$ cat config.mk
export PLATFORM = sky130hd
export DESIGN_NAME = wb_interconnect_n
export DESIGN_NICKNAME = d
export VERILOG_FILES = /design/src/rtl/wb_ic_pkg.sv /design/src/rtl/wb_ic_watchdog.sv /design/src/rtl/wb_interconnect_n.sv
export SDC_FILE = /design/constraint.sdc
export NUM_CORES = 1
export LEC_CHECK = 0
export CAP_MARGIN = 25
export CORE_UTILIZATION = 43
export DETAILED_ROUTE_END_ITERATION = 7
export GPL_ROUTABILITY_DRIVEN = 0
export PLACE_DENSITY = 0.86
export RECOVER_POWER = 50
export SLEW_MARGIN = 20
export SYNTH_ARGS = -nofsm -noshare
export SYNTH_HDL_FRONTEND = slang
export SYNTH_SLANG_ARGS = --single-unit
$ cat constraint.sdc
create_clock -name clk -period 3 [get_ports clk]
set_input_delay 0.45 -clock clk [delete_from_list [all_inputs] [get_ports clk]]
set_output_delay 0.45 -clock clk [all_outputs]
set_load 0.01 [all_outputs]
$ cat src/rtl/wb_ic_pkg.sv
// Shared definitions for the parametrised Wishbone interconnect.
package wb_ic_pkg;

    typedef enum logic [1:0] {
        ST_IDLE = 2'd0,
        ST_REQ  = 2'd1,
        ST_RESP = 2'd2,
        ST_ERR  = 2'd3
    } ic_state_t;

    localparam logic [7:0] ERR_DATA_DEF = 8'hEE;

    // Slave index assignments used by the board-level integration.
    localparam int SLV_LED     = 0;
    localparam int SLV_VIDEO   = 1;
    localparam int SLV_CHARRAM = 2;

endpackage

$ cat src/rtl/wb_ic_watchdog.sv
// Ack timeout watchdog: a down-counter reloaded while the interconnect is not
// waiting on a slave, and decremented while it is. The terminal count is
// reached on the TIMEOUT_CYC-th waiting cycle, where timeout is raised.
module wb_ic_watchdog #(
    parameter int TIMEOUT_CYC = 255
) (
    input  logic clk,
    input  logic rst,
    input  logic clear,
    input  logic enable,
    output logic timeout
);

    localparam int CNT_W = (TIMEOUT_CYC > 2) ? $clog2(TIMEOUT_CYC) : 1;
    localparam logic [CNT_W-1:0] LOAD_VAL = CNT_W'(TIMEOUT_CYC - 1);

    logic [CNT_W-1:0] cnt;

    // Reload on clear, count down while enabled, park at the terminal count.
    always_ff @(posedge clk) begin
        if (rst) begin
            cnt <= '0;
        end else if (clear) begin
            cnt <= LOAD_VAL;
        end else if (enable && (cnt != '0)) begin
            cnt <= cnt - 1'b1;
        end
    end

    assign timeout = enable && (cnt == '0);

endmodule

$ cat src/rtl/wb_interconnect_n.sv
// Single-master Wishbone classic interconnect with address decode to
// NUM_SLAVES ports, error termination for unmapped addresses, ack timeout
// watchdog, saturating error counter and last-error address capture.
//
// state | meaning
// ------+----------------------------------------------------------
// IDLE  | waiting for master cyc&stb; captures adr/dat/we and index
// REQ   | selected slave strobed, waiting for its ack or timeout
// RESP  | one-cycle master ack with latched slave data
// ERR   | one-cycle master ack+err with ERR_DATA, error logged
module wb_interconnect_n
    import wb_ic_pkg::*;
#(
    parameter int                NUM_SLAVES  = 4,
    parameter int                ADDR_W      = 8,
    parameter int                DATA_W      = 8,
    parameter int                SEL_W       = 4,
    parameter int                TIMEOUT_CYC = 255,
    parameter logic [DATA_W-1:0] ERR_DATA    = ERR_DATA_DEF
) (
    input  logic                         clk,
    input  logic                         rst,
    input  logic [ADDR_W-1:0]            wb_adr_i,
    input  logic [DATA_W-1:0]            wb_dat_i,
    output logic [DATA_W-1:0]            wb_dat_o,
    input  logic                         wb_cyc_i,
    input  logic                         wb_stb_i,
    input  logic                         wb_we_i,
    output logic                         wb_ack_o,
    output logic                         wb_err_o,
    output logic [NUM_SLAVES*ADDR_W-1:0] s_wb_adr_o,
    output logic [NUM_SLAVES*DATA_W-1:0] s_wb_dat_o,
    input  logic [NUM_SLAVES*DATA_W-1:0] s_wb_dat_i,
    output logic [NUM_SLAVES-1:0]        s_wb_cyc_o,
    output logic [NUM_SLAVES-1:0]        s_wb_stb_o,
    output logic [NUM_SLAVES-1:0]        s_wb_we_o,
    input  logic [NUM_SLAVES-1:0]        s_wb_ack_i,
    output logic [7:0]                   err_count_o,
    output logic [ADDR_W-1:0]            last_err_adr_o
);

    ic_state_t         state, state_nxt;
    logic [ADDR_W-1:0] adr_q;
    logic [DATA_W-1:0] dat_q;
    logic              we_q;
    logic [SEL_W-1:0]  idx_q;
    logic [SEL_W-1:0]  adr_idx;
    logic              adr_mapped;
    logic              sel_ack;
    logic [DATA_W-1:0] rd_mux;
    logic              timeout;

    assign adr_idx    = wb_adr_i[ADDR_W-1 -: SEL_W];
    assign adr_mapped = (32'(adr_idx) < 32'(NUM_SLAVES));

    wb_ic_watchdog #(
        .TIMEOUT_CYC (TIMEOUT_CYC)
    ) u_watchdog (
        .clk     (clk),
        .rst     (rst),
        .clear   (state != ST_REQ),
        .enable  (state == ST_REQ),
        .timeout (timeout)
    );

    // Ack and read data from the selected slave only; other acks are ignored.
    always_comb begin
        sel_ack = 1'b0;
        rd_mux  = '0;
        for (int i = 0; i < NUM_SLAVES; i++) begin
            if (idx_q == SEL_W'(i)) begin
                sel_ack = s_wb_ack_i[i];
                rd_mux  = s_wb_dat_i[i*DATA_W +: DATA_W];
            end
        end
    end

    // Per-slave fan-out: only the indexed slice is driven, and only in REQ.
    for (genvar i = 0; i < NUM_SLAVES; i++) begin : g_slv
        logic sel;
        assign sel = (state == ST_REQ) && (idx_q == SEL_W'(i));
        assign s_wb_cyc_o[i] = sel;
        assign s_wb_stb_o[i] = sel;
        assign s_wb_we_o[i]  = sel && we_q;
        assign s_wb_adr_o[i*ADDR_W +: ADDR_W] = sel ? adr_q : '0;
        assign s_wb_dat_o[i*DATA_W +: DATA_W] = sel ? dat_q : '0;
    end

    // Next-state decode; a dropped master cycle takes priority, then ack, then timeout.
    always_comb begin
        state_nxt = state;
        case (state)
            ST_IDLE: begin
                if (wb_cyc_i && wb_stb_i) begin
                    state_nxt = adr_mapped ? ST_REQ : ST_ERR;
                end
            end
            ST_REQ: begin
                if (!wb_cyc_i) begin
                    state_nxt = ST_IDLE;
                end else if (sel_ack) begin
                    state_nxt = ST_RESP;
                end else if (timeout) begin
                    state_nxt = ST_ERR;
                end
            end
            ST_RESP: state_nxt = ST_IDLE;
            ST_ERR:  state_nxt = ST_IDLE;
            default: state_nxt = ST_IDLE;
        endcase
    end

    assign wb_ack_o = (state == ST_RESP) || (state == ST_ERR);
    assign wb_err_o = (state == ST_ERR);

    // State register, request capture, read data hold and error logging.
    always_ff @(posedge clk) begin
        if (rst) begin
            state          <= ST_IDLE;
            adr_q          <= '0;
            dat_q          <= '0;
            we_q           <= 1'b0;
            idx_q          <= '0;
            wb_dat_o       <= '0;
            err_count_o    <= '0;
            last_err_adr_o <= '0;
        end else begin
            state <= state_nxt;
            if ((state == ST_IDLE) && wb_cyc_i && wb_stb_i) begin
                adr_q <= wb_adr_i;
                dat_q <= wb_dat_i;
                we_q  <= wb_we_i;
                idx_q <= adr_idx;
            end
            // Writes leave the read data untouched; errors always return ERR_DATA.
            if ((state == ST_REQ) && (state_nxt == ST_RESP) && !we_q) begin
                wb_dat_o <= rd_mux;
            end
            if (state_nxt == ST_ERR) begin
                wb_dat_o <= ERR_DATA;
            end
            if (state == ST_ERR) begin
                if (err_count_o != 8'hFF) begin
                    err_count_o <= err_count_o + 8'd1;
                end
                last_err_adr_o <= adr_q;
            end
        end
    end

endmodule

Word-level counts from Yosys, hierarchy flattened
Cells that the tools add are included.
{"block": "totals", "register_bits": 55, "latch_bits": 0, "mem_bits_rw": 0, "mem_bits_ro": 0, "out_inout_bits": 102, "elab_cells": 77, "mem_count": 0}
{"block": "classes", "add_sub_neg": 2, "multipliers": 0, "div": 0, "n_lt_le_gt_ge": 1, "eq_ne": 10, "shifts": 0, "mux": 26, "bitwise_logic": 0, "n_reduce_logical": 27}
{"operator": "2-to-1 mux 8 bit", "count": 16}
{"operator": "logical AND 1 bit", "count": 15}
{"operator": "2-to-1 mux 2 bit", "count": 5}
{"operator": "adder 8 x 1 -> 8 bit, second input constant", "count": 1}
{"operator": "== test 2 bit, second input constant", "count": 4}
{"operator": "== test 4 x 2 -> 1 bit, second input constant", "count": 2}
{"operator": "logical NOT 8 bit", "count": 1}
{"operator": "inequality test 8 bit, second input constant", "count": 1}
{"operator": "nonzero test 8 bit", "count": 1}
{"operator": "subtractor 8 x 1 -> 8 bit, second input constant", "count": 1}
{"operator": "one-hot mux 2 bit (3 select lines)", "count": 1}
{"operator": "OR reduction 2 bit", "count": 3}
{"operator": "== test 4 x 1 -> 1 bit, second input constant", "count": 1}
{"operator": "logical NOT 4 bit", "count": 1}
{"operator": "< comparator 4 x 3 -> 1 bit, second input constant", "count": 1}
{"operator": "2-to-1 mux 1 bit", "count": 4}
{"operator": "nonzero test 2 bit", "count": 2}
{"operator": "== test 2 x 1 -> 1 bit, second input constant", "count": 1}
{"operator": "logical NOT 2 bit", "count": 1}
{"operator": "inequality test 2 x 1 -> 1 bit, second input constant", "count": 1}
{"operator": "AND reduction 2 bit", "count": 1}
{"operator": "logical NOT 1 bit", "count": 1}
{"operator": "logical OR 1 bit", "count": 1}

Depth between registers and ports, before layout
Gate-level depths: netlist of the first run.
{"block": "logic_depth", "depth_word": 13, "mapped_depth": 6, "mapped_depth_nobuf": 6}

By module
Synthesis of the first run repeated with hierarchy kept, for this count alone.
{"block": "unflattened", "cells_unflattened": 375, "area_unflattened_um2": 3024.2}
{"module": "wb_interconnect_n", "n_inst": 1, "cells_per_inst": 315, "area_per_inst_um2": 2521.2, "seq_area_each_um2": 860.8}
{"module": "wb_ic_watchdog", "n_inst": 1, "cells_per_inst": 60, "area_per_inst_um2": 503.0, "seq_area_each_um2": 160.2}

Least setup slack after synthesis of the first run
OpenSTA, ideal clock, no wires.
{"block": "synth_timing", "path_kind": "register to output", "start": "register state[0]", "end": "output s_wb_adr_o[18]", "t_arrival_ps": 1545, "slack_ps": 1005, "stages_incl_launch_ff": 7, "path_buffers": 2, "cell_sequence": "dfxtp_1 -> nor2b_1 -> buf_2 -> nand2_1 -> nor3b_1 -> clkbuf_1 -> and2_1"}
{"block": "synth_via", "elab_chain_cells": 3}
{"item": "start, declared", "line": "wb_interconnect_n.sv:42", "rtl": "ic_state_t state, state_nxt;"}
{"item": "start signal, assigned", "line": "wb_interconnect_n.sv:128", "rtl": "state <= state_nxt;"}
{"item": "== test 2 x 1 -> 1 bit", "line": "wb_interconnect_n.sv:81", "rtl": "assign sel = (state == ST_REQ) && (idx_q == SEL_W'(i));"}
{"item": "logical AND 1 bit", "line": "wb_interconnect_n.sv:81"}
{"item": "net g_slv[2].sel", "line": "wb_interconnect_n.sv:80", "rtl": "logic sel;"}
{"item": "2-to-1 mux 8 bit", "line": "wb_interconnect_n.sv:85", "rtl": "assign s_wb_adr_o[i*ADDR_W +: ADDR_W] = sel ? adr_q : '0;"}
{"item": "end, declared", "line": "wb_interconnect_n.sv:31", "rtl": "output logic [NUM_SLAVES*ADDR_W-1:0] s_wb_adr_o,"}
The timed path passes the listed nets, and every way through them passes these cells.

Worst setup path in the final report of the first run
{"block": "layout_timing", "start": "register state[0]", "end": "output s_wb_dat_o[21]"}
{"block": "layout_via", "elab_chain_cells": 3}
{"item": "== test 2 x 1 -> 1 bit", "line": "wb_interconnect_n.sv:81"}
{"item": "logical AND 1 bit", "line": "wb_interconnect_n.sv:81"}
{"item": "2-to-1 mux 8 bit", "line": "wb_interconnect_n.sv:86", "rtl": "assign s_wb_dat_o[i*DATA_W +: DATA_W] = sel ? dat_q : '0;"}
{"item": "end, declared", "line": "wb_interconnect_n.sv:32", "rtl": "output logic [NUM_SLAVES*DATA_W-1:0] s_wb_dat_o,"}
No other way between the ends.

==> results of run 1 <==
## registers in the layout (all words and copies together), names as in the netlist
name            cells
wb_dat_o            8
dat_q               8
we_q                1
state               2
u_watchdog.cnt      8
adr_q               8
err_count_o         8
last_err_adr_o      8
## area by class of cell
class,instances,area (um^2)
fill,512,1940
multi-input combinational,269,1730
timing repair buffer,158,1550
sequential,51,1020
tap,77,96.3
clock buffer,6,72.6
clock inverter,2,60.1
inverter,7,26.3
## worst max-delay path by stage
| stage | start | end | slack, ps | cells after the start |
|---|---|---|---|---|
| 4_1_cts | state[0] | s_wb_dat_o[22] | 180 | 7 |
| 6_report | state[0] | s_wb_dat_o[21] | 120 | 7 |
| 2_1_floorplan | state[0] | s_wb_adr_o[18] | 1000 | 6 |
| 3_5_place_dp | state[0] | s_wb_dat_o[11] | 530 | 7 |
| 3_3_place_gp | state[0] | s_wb_adr_o[27] | 590 | 5 |
| 5_1_grt | state[0] | s_wb_adr_o[18] | 10 | 7 |
## cell usage after synthesis (2+ instances only)
cell | count | share of area [%]
a211oi_1 | 5 | 1.3
a21oi_1 | 39 | 6.6
and2_1 | 53 | 11
and3b_1 | 2 | 0.59
and4_1 | 3 | 0.89
buf_2 | 3 | 0.51
buf_4 | 20 | 5.1
clkbuf_1 | 16 | 2.0
dfxtp_1 | 51 | 34
ha_1 | 3 | 1.3
inv_1 | 7 | 0.89
mux2i_1 | 5 | 1.7
mux4_2 | 7 | 5.3
nand2_1 | 62 | 7.9
nand2b_1 | 2 | 0.42
nand3_1 | 2 | 0.34
nand4_1 | 10 | 2.1
nor2_1 | 7 | 0.89
nor2b_1 | 2 | 0.42
nor3_1 | 3 | 0.51
nor3b_1 | 5 | 1.3
o21ai_0 | 5 | 0.84
o221ai_1 | 7 | 2.1
o31ai_1 | 2 | 0.51
or2_2 | 2 | 0.42
or3_1 | 6 | 1.3
or4_1 | 2 | 0.51
xnor2_1 | 5 | 1.5
xor2_1 | 2 | 0.59
## layout by cell type (no fill, tap or decap), types with 5 or more instances in the layout
master,instances
clkdlybuf4s50_1,120
nand2_1,62
and2_1,53
dfxtp_1,50
a21oi_1,39
dlygate4sd3_1,26
conb_1,12
nand4_1,10
buf_4,9
inv_1,7
mux4_2,7
o221ai_1,7
nor2_1,6
o21ai_0,6
or3_1,6
nor3b_1,5
mux2i_1,5
a211oi_1,5
xnor2_1,5
clkbuf_8,5
## critical path, cell delays in order (launching register included)
cell and delay (ps):
dfxtp_2 400, nor2b_1 150, buf_4 170, nand2_1 140, nor3b_2 270, clkdlybuf4s15_2 320
and2_1 140, clkdlybuf4s50_1 530
## power groups by stage
stage	Sequential, mW	Clock, mW	Combinational, mW
finish	0.729	0.566	0.260
detailed placement	0.744	0	0.260
floorplan	0.737	0	0.150
CTS	0.729	0.568	0.263
global route	0.733	0.591	0.281
global placement	0.743	0	0.254
## through the flow
stage,total power [mW],setup WS (ps)
after detailed placement,1.00,535
final,1.55,120
after CTS,1.56,179
after global placement,0.997,593
after global routing,1.60,12.2
after floorplan,0.887,1000
## logic make-up after synthesis
kind of cell | count (synthesis) | synth area share, %
AOI/OAI and AO/OA | 67 | 14.2
xor gates and xnor gates | 7 | 2.07
adders and majority gates | 3 | 1.27
buffers and inverters | 47 | 8.87
DFF | 51 | 34.5
muxes | 13 | 7.90
other | 1 | 0.127
and+or+nand+nor | 167 | 31.1
## per-layer routing
metal | vias up | GRT usage [%] | part of all wire (%) | routed length (um)
met5 | - | 0 | 0 | 0
met4 | 0 | 6.78 | 1.9 | 173
met3 | 13 | 6.71 | 7.3 | 680
met2 | 130 | 42.4 | 50 | 4630
met1 | 1436 | 29.5 | 41 | 3820
li1 | 1476 | - | - | -
## timing repair
action,CTS,global route
endpoints found under the setup margin,0,1
hold endpoints to repair,0,0
buffers inserted,0,0
gates resized for setup,0,3
==> results.py, run 1 <==
metrics = {
    "timing": {
        "setup_violations": 0,
        "fmaxAchievable_mhz": 347,
        "fin_hold_ws_ps": 458,
        "timing.final.crit_share_pct": 96.0,
        "clock_skew_ps": 8.46,
        "hold_violations": 0,
        "max_slew_margin_pct": 28.4,
        "drv_slew": 0,
        "finalSetupTns_ps": 0,
        "worstMarginPinSlew_ps": 1060,
        "grt_setup_unrepaired": "false",
        "min_period_ps": 2880,
    },
    "pwr": {
        "p_sw_share_pct": 24.3,
        "power_leakage_nw": 1.71,
        "clkPwrFrac_pct": 36.4,
        "irDropWorstVdd_mv": 0.242,
        "p_comb_share_pct": 16.7,
        "p_int_mw": 1.18,
        "switchingPower_uw": 378,
        "pwr_density_cell_nw_per_um2": 341,
        "power_frac_seq_pct": 46.9,
    },
    "worst_setup_path": {
        "critPathArrivalTime_ps": 2430,
        "reg2reg_slack_ps": 330,
        "cp-end-kind": "output port",
        "crit_required_ps": 2550,
        "critPathMaxFanout": 10,
        "r2r-end": "wb_dat_o[5]",
        "criticalPathCategory": "reg -> out",
        "r2r.worst_path.cells": 5,
        "cp-start-kind": "flip-flop",
        "reg2reg_from": "adr_q[5]",
    },
    "global_routing": {
        "grt_usage_pct": 24.4,
        "grt_start_max_net_pins": 21,
        "grt_overflow": 0,
        "grt_pass1_wl_um": 14100,
        "grt_pass1_vias": 2873,
        "grt_antenna_before_repair": 0,
    },
    "detailed_routing": {
        "drt-initial-drc-count": 191,
        "drt_wl_total_um": 9300,
        "route.detailed.wl_per_inst_um": 16.3,
        "drt-vias-per-instance": 5.36,
        "dr.pass1.iters": 5,
        "antenna_left": 0,
        "drc": 0,
        "vias": 3055,
    },
    "place": {
        "dpl_cell_area_um2": 4420,
        "io_buffers": 146,
        "placed_cells": 561,
        "hpwl_um": 6720,
    },
    "clock_tree": {
        "cts_buffer_depth": 2,
        "clkLatencyLatePin_ps": 310,
        "cts_hold_buf": 0,
        "path_clk_slew_ps": 100,
        "htree_levels": 2,
        "cts_sinks": 51,
        "cts_root_buf": "clkbuf_8",
        "cts_tree": "yes",
        "numCtsBuffers": 5,
    },
    "logic_synthesis": {
        "syn_area_um2": 2960,
        "avgSynthCellArea_um2": 8.32,
        "seq_area_frac_synth_pct": 34.5,
        "synthCells": 356,
        "ys.warnings.count": 0,
        "ys.flop_type": "dfxtp_1",
        "synth-edff-count": 0,
        "ys_seq_elements": 51,
        "synth_cell_type_count": 47,
        "async_flop_share_pct": 0,
    },
    "worst_hold_path": {
        "hold_end": "last_err_adr_o[7]",
        "hp-class": "reg -> reg",
        "hold_depth": 2,
        "min_from": "last_err_adr_o[7]",
    },
    "finish": {
        "finalCoreUtilization_pct": 70.1,
        "drive_above_1_share_pct": 6.90,
        "layout.nets": 552,
        "syn_to_final_growth_pct": 53.7,
        "final_cells": 570,
        "diodes": 0,
        "post-route-cell-area_um2": 4550,
    },
    "die": {
        "start_util_pct": 45.6,
        "die_y_um": 85.0,
        "io_pins": 159,
        "core-area_um2": 6490,
        "fp-row-count": 29,
        "die_area_um2": 7220,
        "die_w_um": 85.0,
    },
    "run_status": {
        "outcome": "completed",
    },
    "flow_run": {
        "cap_viol_max_count": 0,
    },
}
Note: power is estimated with default switching activity, not from simulation.
==> run 2: changes to the inputs <==
--- a/config.mk
+++ b/config.mk
@@ -6,6 +6,7 @@
 export NUM_CORES = 1
 export LEC_CHECK = 0
 export CAP_MARGIN = 25
+export CORE_ASPECT_RATIO = 1.4
 export CORE_UTILIZATION = 43
 export DETAILED_ROUTE_END_ITERATION = 7
 export GPL_ROUTABILITY_DRIVEN = 0
==> constraint.sdc (replaced) <==
create_clock -name clk -period 3 [get_ports clk]
set_input_delay 0.6 -clock clk [delete_from_list [all_inputs] [get_ports clk]]
set_output_delay 0.6 -clock clk [all_outputs]
set_load 0.01 [all_outputs]
==> run 2 against run 1 <==
  * Clock power fell by 27%
  * Clock skew up 1.4 ps
  * Largest power group unchanged
  * Critical path depth decreased by 1
  * Design area shrank 0.80%
  * Sequential power barely moved
  * Utilization down 1.8 points
  * Critical path type unchanged
  * Die area hardly changed
==> results.py, run 2 (synthesis results as in run 1) <==
metrics = {
    "worst_setup_path": {
        "cp-end-kind": "output port",
        "crit_end": "s_wb_dat_o[17]",
        "cp-start-kind": "flip-flop",
        "r2r-end": "err_count_o[5]",
        "critPathArrivalTime_ps": 2210,
        "critPathMaxFanout": 15,
        "reg2reg_from": "state[1]",
        "reg2reg_slack_ps": 270,
        "crit_required_ps": 2400,
        "r2r.worst_path.cells": 7,
        "startpoint": "adr_q[6]",
        "criticalPathCategory": "reg -> out",
    },
    "place": {
        "hpwl_um": 6730,
        "io_buffers": 146,
    },
    "die": {
        "die_w_um": 72.1,
        "core-area_um2": 6610,
        "io_pins": 159,
        "die_area_um2": 7230,
        "die_y_um": 100,
        "start_util_pct": 44.8,
        "fp-row-count": 35,
    },
    "pwr": {
        "p_comb_share_pct": 18.2,
        "pwr_density_cell_nw_per_um2": 310,
        "clkPwrFrac_pct": 29.7,
        "p_sw_share_pct": 26.3,
        "irDropWorstVdd_mv": 0.234,
        "power_frac_seq_pct": 52.1,
        "switchingPower_uw": 368,
        "power_leakage_nw": 1.69,
        "p_int_mw": 1.03,
    },
    "detailed_routing": {
        "drt-vias-per-instance": 5.13,
        "dr.pass1.iters": 4,
        "antenna_left": 0,
        "vias": 2997,
        "drc": 0,
        "route.detailed.wl_per_inst_um": 14.8,
        "drt-initial-drc-count": 164,
        "drt_wl_total_um": 8650,
    },
    "timing": {
        "finalSetupTns_ps": 0,
        "fin_hold_ws_ps": 460,
        "clock_skew_ps": 9.89,
        "setup_violations": 0,
        "grt_setup_unrepaired": "false",
        "fmaxAchievable_mhz": 355,
        "worstMarginPinSlew_ps": 1040,
        "hold_violations": 0,
        "timing.final.crit_share_pct": 93.8,
        "drv_slew": 0,
        "max_slew_margin_pct": 29.8,
        "min_period_ps": 2810,
    },
    "clock_tree": {
        "path_clk_slew_ps": 90,
        "htree_levels": 2,
        "cts_tree": "yes",
        "cts_hold_buf": 0,
        "cts_root_buf": "clkbuf_8",
        "post_cts_buffers": 0,
        "cts_sinks": 51,
        "cts_buffer_depth": 2,
        "numCtsBuffers": 5,
        "clkLatencyLatePin_ps": 300,
    },
    "finish": {
        "layout_commonest_cell": "clkdlybuf4s50_1",
        "layout.nets": 551,
        "multi_input_comb_area_um2": 1730,
        "drive_above_1_share_pct": 6.71,
        "diodes": 0,
        "final_cell_mix": "119 x clkdlybuf4s50_1, 62 x nand2_1, 53 x and2_1, 50 x dfxtp_1, 39 x a21oi_1",
        "syn_to_final_growth_pct": 52.5,
        "seqCellArea_um2": 1020,
        "num-fill-cells": 545,
    },
    "global_routing": {
        "grt_pass1_wl_um": 13500,
        "grt_antenna_before_repair": 0,
        "grt_usage_pct": 23.7,
        "grt_pass1_vias": 2838,
        "grt_start_max_net_pins": 26,
        "grt_overflow": 0,
    },
    "flow_run": {
        "cap_viol_max_count": 0,
    },
    "run_status": {
        "outcome": "completed",
    },
    "worst_hold_path": {
        "hold_depth": 2,
        "hp-class": "reg -> reg",
    },
}
==> run 2: worst min path at each step <==
stage                      start                end  slack [ps]
2_1_floorplan           dat_q[0]           dat_q[0]         460
3_3_place_gp   last_err_adr_o[3]  last_err_adr_o[3]         440
3_5_place_dp   last_err_adr_o[4]  last_err_adr_o[4]         450
4_1_cts        last_err_adr_o[4]  last_err_adr_o[4]         470
5_1_grt        last_err_adr_o[1]  last_err_adr_o[1]         490
6_report       last_err_adr_o[4]  last_err_adr_o[4]         460
==> run 2: timing repair <==
| action | in CTS | in global routing |
|---|---|---|
| resized for setup | 1 | 3 |
| cloned | 0 | 0 |
| endpoints found under the setup margin | 8 | 52 |
| pin swaps | 0 | 0 |
==> run 2: final cells by class <==
type                       instances  area share (%)
sequential                        51            22.6
inverter                           7           0.582
clock inverter                     1           0.194
timing repair buffer             157            33.8
clock buffer                       7            1.91
tap                               92            2.55
multi-input combinational        269            38.3
==> run 2: per-stage QoR <==
| stage | utilization, % | area, um^2 | setup WS, ps | instances | total power, mW |
|---|---|---|---|---|---|
| after floorplan | - | 3000 | 855 | 367 | 0.887 |
| after global placement | 67.1 | 4440 | 400 | 576 | 0.994 |
| after detailed placement | 67.1 | 4440 | 321 | 576 | 1.00 |
| after CTS | 68.6 | 4530 | 74.4 | 584 | 1.41 |
| after global routing | 68.3 | 4520 | 2.96 | 584 | 1.45 |
| final | 68.3 | 4520 | 186 | 584 | 1.40 |
==> run 2: per-layer routing <==
layer  routed length, um  vias up  global-route usage, %
met5                   0        -                      0
met3                 377       17                   4.42
met1                3290     1417                   26.3
met2                4810       87                   44.1
met4                 178        0                   8.45
li1                    -     1476                      -
==> run 2: power by group through the flow <==
stage	Combinational, mW	Clock (mW)	Sequential [mW]
3_3_place_gp	0.251	0	0.743
2_1_floorplan	0.150	0	0.737
5_1_grt	0.275	0.444	0.734
4_1_cts	0.259	0.420	0.729
3_5_place_dp	0.258	0	0.745
6_report	0.255	0.415	0.729
==> run 2: worst max-delay path, stage by stage, from the launching register on <==
cell and delay (ps):
dfxtp_1 370, nor2_2 240, nand2_1 170, nor3b_1 220, buf_4 220, and2_1 150
clkdlybuf4s50_1 540
